File: src/rtl/adder_seq_pkg.sv
// adder_seq_pkg: shared constants and FSM state type for the slice-serial adder.
package adder_seq_pkg;
  localparam int CHUNK_W = 4;
  typedef enum logic [1:0] {IDLE, BUSY, DONE} adder_seq_state_t;
endpackage

File: src/rtl/brent_kung_adder_4b.sv
// brent_kung_adder_4b: 4-bit Brent-Kung parallel-prefix adder with carry in/out.
module brent_kung_adder_4b (
  input  logic [3:0] a_i,
  input  logic [3:0] b_i,
  input  logic       cin_i,
  output logic [3:0] sum_o,
  output logic       carry_o
);
  logic [3:0] g, p, c;
  logic g10, p10, g32, p32;
  assign g = a_i & b_i;
  assign p = a_i ^ b_i;
  assign g10 = g[1] | (p[1] & g[0]);
  assign p10 = p[1] & p[0];
  assign g32 = g[3] | (p[3] & g[2]);
  assign p32 = p[3] & p[2];
  assign c[0] = cin_i;
  assign c[1] = g[0] | (p[0] & cin_i);
  assign c[2] = g10 | (p10 & cin_i);
  assign c[3] = g[2] | (p[2] & c[2]);
  assign carry_o = g32 | (p32 & g10) | (p32 & p10 & cin_i);
  assign sum_o = p ^ c;
endmodule

File: src/rtl/adder_seq_ctrl.sv
// adder_seq_ctrl: WIDTH-bit add/subtract streamed LSB-first through one shared 4-bit adder.
module adder_seq_ctrl
  import adder_seq_pkg::*;
#(
  parameter int WIDTH = 32
) (
  input  logic             clk_i,
  input  logic             rst_ni,
  input  logic             valid_i,
  output logic             ready_o,
  input  logic [WIDTH-1:0] op1_i,
  input  logic [WIDTH-1:0] op2_i,
  input  logic             carry_i,
  input  logic             sub_i,
  output logic             valid_o,
  input  logic             ready_i,
  output logic [WIDTH-1:0] sum_o,
  output logic             carry_o,
  output logic             ovf_o
);
  localparam int NCHUNK = WIDTH / CHUNK_W;
  localparam int IW = $clog2(NCHUNK);
  if (WIDTH % CHUNK_W != 0 || WIDTH < 8) begin : g_bad_width
    $error("adder_seq_ctrl: WIDTH must be a multiple of 4 and >= 8");
  end
  adder_seq_state_t state_q, state_d;
  logic [IW-1:0] idx_q, idx_d;
  logic [WIDTH-1:0] op1_q, op2_q, sum_q;
  logic sub_q, c_q, ovf_q, last;
  logic [CHUNK_W-1:0] a, b, s;
  logic co;
  assign last = idx_q == IW'(NCHUNK - 1);
  assign a = op1_q[idx_q*CHUNK_W +: CHUNK_W];
  assign b = sub_q ? ~op2_q[idx_q*CHUNK_W +: CHUNK_W] : op2_q[idx_q*CHUNK_W +: CHUNK_W];
  brent_kung_adder_4b u_adder (
    .a_i    (a),
    .b_i    (b),
    .cin_i  (c_q),
    .sum_o  (s),
    .carry_o(co)
  );
  always_comb begin
    state_d = (state_q == IDLE && valid_i) ? BUSY :
              (state_q == BUSY && last)    ? DONE :
              (state_q == DONE && ready_i) ? IDLE : state_q;
    idx_d = (state_q == BUSY) ? idx_q + 1'b1 : '0;
  end
  // Subtraction is A + ~B + ~borrow, so the carry register holds the inverted borrow.
  always_ff @(posedge clk_i or negedge rst_ni) begin
    if (!rst_ni) begin
      state_q <= IDLE;
      idx_q   <= '0;
      op1_q   <= '0;
      op2_q   <= '0;
      sum_q   <= '0;
      sub_q   <= 1'b0;
      c_q     <= 1'b0;
      ovf_q   <= 1'b0;
    end else begin
      state_q <= state_d;
      idx_q   <= idx_d;
      if (state_q == IDLE && valid_i) begin
        op1_q <= op1_i;
        op2_q <= op2_i;
        sub_q <= sub_i;
        c_q   <= sub_i ^ carry_i;
      end
      if (state_q == BUSY) begin
        sum_q[idx_q*CHUNK_W +: CHUNK_W] <= s;
        c_q <= co;
        if (last) ovf_q <= (a[3] == b[3]) && (s[3] != a[3]);
      end
    end
  end
  assign ready_o = state_q == IDLE;
  assign valid_o = state_q == DONE;
  assign sum_o   = sum_q;
  assign carry_o = sub_q ^ c_q;
  assign ovf_o   = ovf_q;
endmodule

File: config.mk
export PLATFORM = sky130hd
export DESIGN_NAME = adder_seq_ctrl
export DESIGN_NICKNAME = d
export VERILOG_FILES = /design/src/rtl/adder_seq_pkg.sv /design/src/rtl/brent_kung_adder_4b.sv /design/src/rtl/adder_seq_ctrl.sv
export SDC_FILE = /design/constraint.sdc
export NUM_CORES = 1
export LEC_CHECK = 0
export ABC_AREA = 1
export BUFFER_PORTS_ARGS = -buffer_cell sky130_fd_sc_hd__buf_4
export CAP_MARGIN = 0
export CORE_AREA = 3 3 92 111
export DETAILED_ROUTE_END_ITERATION = 8
export DIE_AREA = 0 0 95 114
export PLACE_DENSITY_LB_ADDON = 0.1
export SLEW_MARGIN = 20
export SYNTH_ARGS = -nofsm -noshare
export SYNTH_HDL_FRONTEND = slang
export SYNTH_SLANG_ARGS = --single-unit
File: constraint.sdc
create_clock -name clk_i -period 3.2 [get_ports clk_i]
set_input_delay 0.16 -clock clk_i [delete_from_list [all_inputs] [get_ports clk_i]]
set_output_delay 0.16 -clock clk_i [all_outputs]
set_load 0.005 [all_outputs]
---- Word level (Yosys, flattened, before mapping) ----
Index checks and enable logic that the tools add are counted.
word-level totals
  flip-flop bits (word level) ............. 104
  output and inout bits ................... 36
  word-level logic and storage cells ...... 58
operators by class
  add/sub/neg operators ................... 2
  eq/ne operators ......................... 5
  shift operators ......................... 4
  muxes and demuxes ....................... 8
  bitwise gates (word level) .............. 23
  reductions and logical operators ........ 8
operators with widths
  operator                 count
  $shiftx 32x6->4          2
  $neg 5->34               1
  $shift 4x34->32 const A  1
  $shiftx 4x34->32         1
  $bwmux 32                1
  $and 1x1->1              10
  $xor 4x4->4              2
  $or 1x1->1               7
  $mux 2                   3
  $and 4x4->4              1
  $logic_and 1x1->1        4
  $mux 4                   1
  $not 4->4                1
  $add 3x1->3 const B      1
  $eq 3x3->1 const B       1
  $mux 3                   1
  $reduce_bool 3->1        1
  $eq 2x1->1 const B       1
  $eq 2x2->1 const B       1
  $logic_not 2->1          1
  $mux 1                   2
  $reduce_and 2->1         1
  $reduce_bool 2->1        1
  $xor 1x1->1              2
  2 further kinds          2

---- Logic depth before layout (Yosys ltp) ----
Gate-level depths: netlist of the first run.
  word-level depth ........................ 12
  gate-level depth with buffers ........... 18

---- By module ----
A second synthesis of the first run with hierarchy kept.
second synthesis, totals
  cell total of the unflattened synthesis .. 628
  area total of the unflattened synthesis .. 5066.1 sq um
by module, submodules not included
  module               times used  cells an instance  area each (sq um)  sequential area each (sq um)
  adder_seq_ctrl       1           604                4893.4             2602.5
  brent_kung_adder_4b  1           24                 172.7              0.0

---- Least setup slack after synthesis of the first run ----
No wires, ideal clock.
  kind .................................... register -> register
  start ................................... register idx_q[1]
  end ..................................... register sum_q[19], in the netlist sum_o[19]
  data arrival time ....................... 2663 ps
  required time ........................... 3104 ps
  setup slack ............................. 441 ps
  stages on the path, launching flop included .. 17
  period minus slack after synthesis ...... 2759 ps
  cell sequence ........................... dfrtp_1 buf_2 inv_2 buf_4 nor2_1 o21ai_0 nand3_1 nand2_1 nand2_1 nand2_1 ha_1 a21oi_1 nand2_1 fa_1 xor2_1 nand2_1 o31ai_1
between the ends
  cells in the longest elaborated chain, start to end .. 12
  elaborated cells between the ends (all ways) .. 20
ends and longest elaborated chain
  element                                            line                                                  text
  start, declared                                    adder_seq_ctrl.sv:27                                  logic [IW-1:0] idx_q, idx_d;
  start signal, assigned                             adder_seq_ctrl.sv:61                                  idx_q <= idx_d;
  $shiftx 32x6->4                                    adder_seq_ctrl.sv:34                                  assign b = sub_q ? ~op2_q[idx_q*CHUNK_W +: CHUNK_W] : op2_q[idx_q*CHUNK_W +: CHUNK_W];
  $not 4->4                                          adder_seq_ctrl.sv:34
  $mux 4                                             adder_seq_ctrl.sv:34
  $xor 4x4->4 / $and 4x4->4 (equally long branches)  brent_kung_adder_4b.sv:12, brent_kung_adder_4b.sv:11
  $and 1x1->1 (on tied branches)                     brent_kung_adder_4b.sv:13, brent_kung_adder_4b.sv:14
  $or 1x1->1 / $and 1x1->1 (equally long branches)   brent_kung_adder_4b.sv:13, brent_kung_adder_4b.sv:19
  $or 1x1->1                                         brent_kung_adder_4b.sv:19                             assign c[2] = g10 | (p10 & cin_i);
  $and 1x1->1                                        brent_kung_adder_4b.sv:20                             assign c[3] = g[2] | (p[2] & c[2]);
  $or 1x1->1                                         brent_kung_adder_4b.sv:20
  $xor 4x4->4                                        brent_kung_adder_4b.sv:22                             assign sum_o = p ^ c;
  $shiftx 4x34->32                                   adder_seq_ctrl.sv:69                                  sum_q[idx_q*CHUNK_W +: CHUNK_W] <= s;
  $bwmux 32 (*)                                      adder_seq_ctrl.sv:69
  end signal, assigned by index                      adder_seq_ctrl.sv:69
  end, declared                                      adder_seq_ctrl.sv:28                                  logic [WIDTH-1:0] op1_q, op2_q, sum_q;
Every way passes the cells marked *; elsewhere a longest branch is shown, timed or not.
A chain may end at the register's enable or synchronous reset.

---- Worst setup path in the final report of the first run ----
  start ................................... register idx_q[0]
  end ..................................... register sum_q[19], in the netlist sum_o[19]
The elaborated chain is that of the path after synthesis.

==> results_dict.tcl, run 1 <==
set metrics [dict create \
    status "finished with violations" \
    violations "negative hold slack" \
    synth_nets 715 \
    crit_fanout 38 \
    initial_core_util_pct 55.1 \
    drv_slew 0 \
    dpl.hpwl_um 8360 \
    cts_tree "done" \
    leakage_nw 3.50 \
    cp.required_ns 3.47 \
    grt_pass1_wl_um 20700 \
    drt-initial-drc-count 218 \
    worst_slew_pin_slew_ns 0.887 \
    gp_congestion 0.837 \
    grt-ovfl-total 0 \
    drive_above_1_share_pct 18.2 \
    skew_ns 0.0149 \
    cap_violations 0 \
    critPathKind "reg2reg" \
    grt_pass1_vias 4663 \
    routed_wl_um 12100 \
    synth.avg_cell_area_um2 7.99 \
    rows 38 \
    first_pass_iters 4 \
    cp_common_cell "nand2_1" \
    cp-end-kind "register" \
    arrival_ns 3.24 \
    die_h_um 114 \
    rsz0062_at_grt "false" \
    diodes 0 \
    final_antenna_net_count 0 \
    cts.sinks 104 \
    drc 0 \
    power_mw 2.45 \
    setup_viol 0 \
    vias 4518 \
    period_needed_ns 2.97 \
    routedWlPerCell_um 13.5 \
    synth_cell_type_count 34 \
    critPathTopFamily "adder cells" \
    hold_ws_ns -0.000930 \
    crit_buf_inv 1 \
    power.density_mw_per_mm2 377 \
    yosysSeqAreaShare_pct 51.5 \
    crit_chain "inv_4, o21ai_0, nand3_1, nand2_1, nand2_1, nand2_1, ha_1, a21oi_1, nand2_1, fa_1, xor2_2, nand2_1, o31ai_1" \
    syn_area_mm2 0.00505 \
    clockBufferDepth 2 \
    path_clk_slew_ns 0.10 \
    placed_area_mm2 0.00586 \
    nets 854 \
    htreeDepth 3 \
    max_stage_delay_ns 0.44 \
    antenna_found_initial 0 \
    yosysTopAreaCellShare_pct 51.5 \
    cts_buffers 9 \
    netlist_instances 632 \
    fin_setup_tns_ns 0 \
    cts_root_buf "clkbuf_8" \
    crit_path_start_kind "register" \
    grt_max_degree 83 \
    core_area_mm2 0.00918 \
    irDropWorstVdd_mv 0.238 \
    slowest_stage "dfrtp_1" \
    clock.fmax_mhz 337 \
    ios 106 \
    fp.dieW_um 95 \
    crit_start "idx_q[0]$_DFF_PN0_" \
    hold_viol 2 \
    yosys_warnings 0 \
    r2r_setup_slack_ns 0.23 \
    period_share_pct 92.8 \
    synth_top_cell_by_area "dfrtp_1" \
    cts_setup_buffers 0 \
    worstReg2RegStart "idx_q[0]$_DFF_PN0_" \
    via_per_inst 5.05 \
    io_buffers 105 \
    max_slew_margin_pct 40.8 \
    ys_ff_latch 104 \
    final_cell_area_mm2 0.00651 \
    hp-start "op1_i[20]" \
    die_area_mm2 0.0108 \
    syn_to_final_growth_pct 28.9 \
    yosys-top-cells-area "dfrtp_1 (52%), nand2_1 (22%), o21ai_0 (4.7%)" \
    min_path_type "in2reg" \
    clk_latency_ns 0.38 \
    track_usage_pct 24.2 \
]
## cells in the mapped netlist
cell type / count
nor4_1: 1
clkinv_4: 1
nor3_2: 1
inv_2: 2
nor2_4: 1
buf_4: 10
o31ai_1: 3
nand2_4: 1
buf_6: 4
nand4_1: 5
a31oi_1: 2
nor3_1: 1
nand3_4: 1
ha_1: 11
nand4_2: 1
nor3b_4: 1
nor2_1: 42
a21o_1: 1
inv_4: 1
dfrtp_1: 104
o21ai_1: 1
o21ai_0: 47
nand3_2: 1
inv_1: 33
xor2_1: 5
nand3_1: 34
o22ai_1: 4
clkbuf_1: 5
buf_2: 10
nand2_1: 292
a21oi_1: 2
a22o_1: 1
xnor2_1: 1
fa_1: 2
## registers in the layout, indices dropped and copies added (netlist names)
register	flops
c_q	1
idx_q	3
op1_q	32
op2_q	32
ovf_o	1
state_q	2
sub_q	1
sum_o	32
## layer usage
metal / track usage [%] / routed length [µm]
met1: 29.0 / 4990
met2: 42.6 / 6320
met3: 3.30 / 463
met4: 11.4 / 295
met5: 0 / 0
## worst reg2reg max path: cells and delay by family, from the launching register on
| kind | cells | cell delay [ns] |
|---|---|---|
| AND/OR/NAND/NOR | 6 | 0.48 |
| flip-flops | 1 | 0.44 |
| adder cells (fa/ha/maj) | 2 | 0.74 |
| XOR/XNOR | 1 | 0.28 |
| buffers and inverters | 1 | 0.29 |
| AO/OA/AOI/OAI | 3 | 0.63 |
## where the power goes
group / internal [mW] / switching (mW) / leakage (nW)
Combinational: 0.143 / 0.129 / 2.05
Clock: 0.363 / 0.434 / 0.0975
Sequential: 1.36 / 0.0285 / 1.35
## per-stage QoR
step | util, % | hold slack, ns | worst slack, ns | instances
2_1_floorplan | - | -0.136 | 0.441 | 632
3_3_place_gp | 63.9 | 0.360 | 0.251 | 836
3_5_place_dp | 63.9 | 0.363 | 0.0886 | 836
4_1_cts | 70.8 | 0.000307 | 0.0586 | 895
5_1_grt | 71.0 | 0.00425 | 0.00387 | 895
6_report | 71.0 | -0.000930 | 0.229 | 895
## layout make-up
class,instances,area (µm²)
inverter,37,149
fill,763,2660
timing repair buffer,157,1300
clock buffer,13,179
multi-input combinational,462,2120
tap,120,150
sequential,104,2600
clock inverter,2,12.5
## cell usage in the layout, fill, tap and decap left out, types with 2 or more instances in the layout
| cell | count |
|---|---|
| nand2_1 | 292 |
| buf_4 | 111 |
| dfrtp_1 | 103 |
| o21ai_0 | 47 |
| dlygate4sd3_1 | 44 |
| nor2_1 | 42 |
| nand3_1 | 34 |
| inv_1 | 33 |
| clkbuf_8 | 13 |
| ha_1 | 11 |
| nand4_1 | 5 |
| o22ai_1 | 4 |
| xor2_1 | 4 |
| o31ai_1 | 3 |
| inv_4 | 2 |
| a31oi_1 | 2 |
| a21oi_1 | 2 |
| fa_1 | 2 |
| buf_6 | 2 |
## worst paths after layout
kind,cells after the start,to
setup / recovery,13,sum_o[19]$_DFFE_PN0P_
hold / removal,3,op1_q[20]$_DFFE_PN0P_
setup reg to reg,13,sum_o[19]$_DFFE_PN0P_
hold reg to reg,2,op1_q[4]$_DFFE_PN0P_
max in group asynchronous,3,op1_q[28]$_DFFE_PN0P_
min in group asynchronous,2,sum_o[22]$_DFFE_PN0P_
## kinds of logic after synthesis
kind of cell               Yosys count  synth area share (%)
and+or+nand+nor                    382                  30.8
DFF                                104                  51.5
xor gates and xnor gates             6                  1.04
buffers and inverters               66                  6.64
AOI/OAI and AO/OA                   61                  6.46
adders and majority gates           13                  3.52
## what timing repair did
| action | CTS | global route |
|---|---|---|
| hold buffers | 44 | 0 |
| endpoints found under the setup margin | 0 | 11 |
| hold endpoints to repair | 64 | 0 |
| gates resized for setup | 0 | 5 |
(Power assumes the default switching activity.)
==> inputs of run 2 (changes only) <==
--- a/config.mk
+++ b/config.mk
@@ -8,11 +8,13 @@
 export ABC_AREA = 1
 export BUFFER_PORTS_ARGS = -buffer_cell sky130_fd_sc_hd__buf_4
 export CAP_MARGIN = 0
-export CORE_AREA = 3 3 92 111
+export CORE_AREA = 3 3 92 112
 export DETAILED_ROUTE_END_ITERATION = 8
-export DIE_AREA = 0 0 95 114
+export DIE_AREA = 0 0 95 115
 export PLACE_DENSITY_LB_ADDON = 0.1
+export RECOVER_POWER = 50
 export SLEW_MARGIN = 20
 export SYNTH_ARGS = -nofsm -noshare
 export SYNTH_HDL_FRONTEND = slang
+export SYNTH_HIERARCHICAL = 1
 export SYNTH_SLANG_ARGS = --single-unit
==> run 2 against run 1 <==
The flow now finishes without violations. Worst setup slack got worse by 0.041 ns. Area after synthesis up 0.27%. First-iteration DRC count down 30%. Via count fell by 2.6%. Sequential power down 6%. Clock power is 61% higher. Final area shrank 1.9%. Utilization fell by 3.1 points. Highest routed layer unchanged.
==> results_dict.tcl, run 2 <==
set metrics [dict create \
    met1_usage_pct 27.9 \
    final_common_cell "nand2_1" \
    grt-ovfl-total 0 \
    critPathKind "reg2reg" \
    ys_ff_latch 104 \
    hold_viol 0 \
    grt_pass1_vias 4386 \
    slowest_stage "dfrtp_2" \
    pre_cts_ws_ns -0.00375 \
    worstReg2RegStart "idx_q[0]$_DFF_PN0_" \
    final_util_pct 67.8 \
    first_pass_iters 5 \
    antenna_found_initial 0 \
    io_buffers 105 \
    crit_chain "buf_4, o21ai_0, o22ai_1, nor2_1, a31oi_2, ha_1, nand2_1, nand2_1, and2_1, fa_1, xor2_2, inv_1, nor3_2, nand2_1, o21ai_0" \
    final_cell_area_mm2 0.00639 \
    cts_tree "done" \
    multi_input_area_mm2 0.00212 \
    globalRouteMet3Util_pct 3.73 \
    clock.fmax_mhz 332 \
    rows 39 \
    grt_pass1_wl_um 19900 \
    cts.sinks 104 \
    synth_top_cell_by_area "dfrtp_1" \
    die_area_mm2 0.0109 \
    power.density_mw_per_mm2 420 \
    drc 0 \
    period_needed_ns 3.01 \
    met2_usage_pct 40.8 \
    busiest_layer "met2" \
    routedWlPerCell_um 13.8 \
    dpl.hpwl_um 8590 \
    crit_start "idx_q[0]$_DFF_PN0_" \
    htreeDepth 3 \
    cap_violations 0 \
    synth_cell_type_count 31 \
    routed_wl_um 11900 \
    yosysTopAreaCellShare_pct 51.4 \
    core_area_mm2 0.00942 \
    path_clk_slew_ns 0.07 \
    via_per_inst 5.12 \
    diodes 0 \
    syn_area_mm2 0.00507 \
    fp.dieW_um 95 \
    yosysSeqAreaShare_pct 51.4 \
    clk_latency_ns 0.35 \
    clockBufferDepth 2 \
    netlist_instances 628 \
    synth-edff-count 0 \
    setup_ws_ns 0.188 \
    crit_path_start_kind "register" \
    min_path_type "in2reg" \
    irDropWorstVdd_mv 0.224 \
    drt-initial-drc-count 152 \
    rsz0062_at_grt "true" \
    hp-start "op1_i[0]" \
    track_usage_pct 23.2 \
    status "finished, final reports clean" \
    crit_fanout 12 \
    num-fill-cells 784 \
    ff_latch_area_mm2 0.00260 \
    cp-end-kind "register" \
    drive_above_1_share_pct 21.3 \
    synth_commonest_cells "nand2_1 (252), dfrtp_1 (104), o21ai_0 (65)" \
    skew_ns 0.00566 \
    initial_core_util_pct 53.8 \
    ios 106 \
    syn_to_final_growth_pct 26.1 \
    setup_viol 0 \
    mostFrequentLayoutCells "nand2_1 (252), dfrtp_1 (103), buf_4 (90), o21ai_0 (65), inv_1 (52)" \
    max_slew_margin_pct 16.5 \
    synth.most_common_cell "nand2_1" \
    max_stage_delay_ns 0.46 \
    die_h_um 115 \
    nets 815 \
    drv_slew 0 \
    yosys_warnings 6 \
    placed_area_mm2 0.00596 \
    leakage_nw 3.40 \
    async_reset_ff_share_pct 100 \
    period_share_pct 94.1 \
    cp.required_ns 3.46 \
    cp_common_cell "nand2_1" \
    final_antenna_net_count 0 \
    cts_buffers 9 \
    synth-main-ff-cell "dfrtp_1" \
    yosys-top-cells-area "dfrtp_1 (51%), nand2_1 (19%), o21ai_0 (6.4%)" \
    arrival_ns 3.27 \
    grt_max_degree 73 \
    cts_root_buf "clkbuf_16" \
    synth.avg_cell_area_um2 8.07 \
    gp_congestion 0.845 \
    worst_slew_pin_slew_ns 1.25 \
    vias 4399 \
    hold_ws_ns 0.00103 \
    synth_nets 711 \
]
[run 2: cell types whose count changed after synthesis, sizes merged, moves of 4 or more]
cell / delta
buf: -4
clkbuf: +4
inv: +20
mux2: +4
nand2: -41
nand3: -13
nor3: +4
o21ai: +17
[run 2: what timing repair did]
item	CTS	global route
hold endpoints to repair	49	0
gates resized for setup	1	10
pin swaps	0	1
hold buffers	2	0
endpoints found under the setup margin	2	11
buffers inserted	0	2
[run 2: path summary, 6_finish.rpt]
| path | endpoint | slack (ns) | cells after the start |
|---|---|---|---|
| max | sum_o[27]$_DFFE_PN0P_ | 0.19 | 15 |
| min | op1_q[0]$_DFFE_PN0P_ | 0.001 | 3 |
| max reg2reg | sum_o[27]$_DFFE_PN0P_ | 0.19 | 15 |
| min reg2reg | sum_o[31]$_DFFE_PN0P_ | 0.47 | 2 |
| max in group asynchronous | op1_q[13]$_DFFE_PN0P_ | 1.52 | 3 |
| min in group asynchronous | op2_q[19]$_DFFE_PN0P_ | 0.61 | 2 |
[run 2: cell type report]
class / instances / area share, %
Timing Repair Buffer: 122 / 14.6
Multi-Input combinational cell: 438 / 33.3
Clock inverter: 5 / 1.61
Inverter: 57 / 3.47
Clock buffer: 11 / 3.96
Tap cell: 123 / 2.41
Sequential cell: 104 / 40.8
[run 2: cells by family (layout without fill, tap and decap cells)]
logic type	Yosys count	after routing	share of synthesized area [%]
muxes	4	4	0.889
buffers and inverters	86	195	7.06
and+or+nand+nor	335	335	27.9
DFF	104	104	51.4
AOI/OAI and AO/OA	79	79	8.08
xor gates and xnor gates	7	7	1.21
adders and majority gates	13	13	3.51
[run 2: routing by layer]
layer | part of all wire, % | vias to the layer above
li1 | - | 2173
met1 | 40 | 2091
met2 | 53 | 111
met3 | 4.5 | 24
met4 | 2.4 | 0
met5 | 0 | -
[run 2: power by group]
part	leakage [nW]	total (mW)	switching [mW]	internal (mW)
Clock	0.172	1.28	0.473	0.805
Combinational	1.89	0.0927	0.0369	0.0558
Sequential	1.34	1.31	0	1.31
[run 2: worst max-delay path, delay by kind of cell (launching register included)]
kind / cells / cell delay, ns
adders and majority gates: 2 / 0.74
xor gates and xnor gates: 1 / 0.19
and+or+nand+nor: 6 / 0.67
DFF: 1 / 0.46
buffers and inverters: 2 / 0.29
AOI/OAI and AO/OA: 4 / 0.57
[run 2: through the flow]
| step | power [mW] | instances | setup TNS (ns) |
|---|---|---|---|
| after floorplan | 1.34 | 628 | 0 |
| after global placement | 1.43 | 840 | 0 |
| after detailed placement | 1.43 | 840 | -0.00375 |
| after CTS | 2.71 | 858 | 0 |
| after global routing | 2.78 | 860 | -0.0616 |
| final | 2.69 | 860 | 0 |
==> inputs of run 3 (changes only) <==
--- a/config.mk
+++ b/config.mk
@@ -8,12 +8,12 @@
 export ABC_AREA = 1
 export BUFFER_PORTS_ARGS = -buffer_cell sky130_fd_sc_hd__buf_4
 export CAP_MARGIN = 0
-export CORE_AREA = 3 3 92 112
+export CORE_AREA = 3 3 89 108
 export DETAILED_ROUTE_END_ITERATION = 8
-export DIE_AREA = 0 0 95 115
+export DIE_AREA = 0 0 92 111
 export PLACE_DENSITY_LB_ADDON = 0.1
 export RECOVER_POWER = 50
-export SLEW_MARGIN = 20
+export SLEW_MARGIN = 30
 export SYNTH_ARGS = -nofsm -noshare
 export SYNTH_HDL_FRONTEND = slang
 export SYNTH_HIERARCHICAL = 1
==> constraint.sdc (replaced) <==
create_clock -name clk_i -period 3.5 [get_ports clk_i]
set_input_delay 0.175 -clock clk_i [delete_from_list [all_inputs] [get_ports clk_i]]
set_output_delay 0.175 -clock clk_i [all_outputs]
set_load 0.005 [all_outputs]
==> run 3 against run 2 <==
The run now ends with max-capacitance violations, max-slew violations left. Routed wire length down 0.27%. Utilization up 5.6 points. Critical path depth up 1. Register-to-register slack better by 0.21 ns. Global-route usage up 1.1 points. Flip-flop and latch count unchanged. Clock skew up 0.0067 ns. Sequential power down 8%. Combinational power up 13%.
==> results_dict.tcl, run 3 (synthesis gave the netlist of run 2 again) <==
set metrics [dict create \
    status "finished with violations" \
    violations "max-capacitance violations, max-slew violations" \
    via_per_inst 5.13 \
    path_clk_slew_ns 0.10 \
    die_area_mm2 0.0102 \
    irDropWorstVdd_mv 0.183 \
    max_slew_margin_pct -79.5 \
    period_needed_ns 3.10 \
    htreeDepth 3 \
    routedWlPerCell_um 13.7 \
    net-switching-power_uw 415 \
    die_h_um 111 \
    gp_congestion 0.825 \
    arrival_ns 3.38 \
    setup_viol 0 \
    cap_violations 1 \
    routed_wl_um 11800 \
    skew_ns 0.0124 \
    grt_max_degree 52 \
    crit_fanout 34 \
    dpl.hpwl_um 8640 \
    leakage_nw 3.36 \
    cts_setup_buffers 0 \
    drv_slew 52 \
    core_area_mm2 0.00861 \
    ios 106 \
    rsz0062_at_grt "false" \
    final_antenna_net_count 0 \
    critPathKind "reg2reg" \
    crit_path_start_kind "register" \
    drc 0 \
    cp.required_ns 3.78 \
    antenna_found_initial 0 \
    cts_buffers 9 \
    fin_setup_tns_ns 0 \
    p_int_mw 1.55 \
    cp-end-kind "register" \
    final_common_cell "nand2_1" \
    first_pass_iters 5 \
    p_seq_share_pct 61.1 \
    clockBufferDepth 2 \
    combPwrFrac_pct 5.3 \
    rr_worst_depth 16 \
    cts.sinks 104 \
    mostFrequentLayoutCells "nand2_1 (252), dfrtp_1 (103), buf_4 (77), o21ai_0 (65), inv_1 (52)" \
    pwr-share-clk_pct 33.6 \
    vias 4446 \
    track_usage_pct 24.3 \
    syn_to_final_growth_pct 24.8 \
    drt-initial-drc-count 225 \
    min_path_type "in2reg" \
    swShare_pct 21.1 \
    place_inst 832 \
    rows 37 \
    initial_core_util_pct 58.8 \
    diodes 0 \
    cts_tree "done" \
    grt-ovfl-total 0 \
    fin_cells 867 \
    drive_above_1_share_pct 18.9 \
    clock.fmax_mhz 323 \
    grt_pass1_wl_um 20100 \
    grt_pass1_vias 4404 \
    clk_latency_ns 0.37 \
    hold_depth 3 \
    io_buffers 105 \
    hold_viol 0 \
    nets 831 \
    fp.dieW_um 92 \
    cts_root_buf "clkbuf_8" \
    period_share_pct 88.5 \
    power.density_mw_per_mm2 311 \
    worst_slew_pin_slew_ns 2.69 \
]
[run 3: power groups by stage]
stage	clock [mW]	combinational, mW	sequential (mW)
global route	0.727	0.115	1.20
CTS	0.677	0.106	1.20
detailed placement	0	0.0864	1.22
global placement	0	0.0843	1.22
finish	0.661	0.105	1.20
floorplan	0	0.00121	1.22
[run 3: worst max-delay path: stages (launching register included)]
cell,delay (ns)
dfrtp_2,0.43
buf_12,0.19
o21ai_0,0.11
o22ai_1,0.17
nand2_1,0.07
nand2_1,0.09
xor2_1,0.21
ha_1,0.27
nand2_1,0.07
nand2_1,0.07
and2_1,0.15
fa_1,0.37
xor2_1,0.24
inv_1,0.11
nor3_1,0.20
nand2_1,0.09
o21ai_0,0.16
[run 3: cell type report]
class	count	area, µm²
inverter	57	216
tap	117	146
multi-input combinational	438	2090
clock inverter	1	5.00
clock buffer	12	155
timing repair buffer	138	1110
sequential	104	2600
fill	709	2290
[run 3: repair_timing]
action                                  CTS  global route
gates resized for setup                   0             6
endpoints found under the setup margin    0             3
hold buffers                             22             0
endpoints found under the hold margin    70             0
[run 3: per-layer routing]
metal  vias up  share of wire [%]  track usage, %
met1      2105                 40            29.5
li1       2197                  -               -
met3        30                3.6            4.21
met2       114                 53            42.3
met5         -                  0               0
met4         0                3.0            9.91
[run 3: metrics by stage]
stage | utilization [%] | hold slack [ns] | area (µm²) | power, mW | setup WS, ns
3_3_place_gp | 69.1 | 0.226 | 5950 | 1.31 | 0.424
5_1_grt | 73.5 | 0.00320 | 6320 | 2.04 | 0.0322
4_1_cts | 73.5 | 0.000143 | 6330 | 1.98 | 0.276
2_1_floorplan | - | -0.121 | 5070 | 1.23 | 0.465
3_5_place_dp | 69.1 | 0.236 | 5950 | 1.31 | 0.309
6_report | 73.5 | 0.00719 | 6320 | 1.97 | 0.401
[run 3: final timing paths]
kind                                       from                    end  slack [ns]
min in group asynchronous                rst_ni  op2_q[19]$_DFFE_PN0P_        1.20
min                                    op1_i[0]   op1_q[0]$_DFFE_PN0P_       0.007
max in group asynchronous                rst_ni     idx_q[0]$_DFF_PN0_        0.57
min reg2reg                sum_o[5]$_DFFE_PN0P_   sum_o[5]$_DFFE_PN0P_        0.48
max reg2reg                  idx_q[0]$_DFF_PN0_  sum_o[11]$_DFFE_PN0P_        0.40
max                          idx_q[0]$_DFF_PN0_  sum_o[11]$_DFFE_PN0P_        0.40
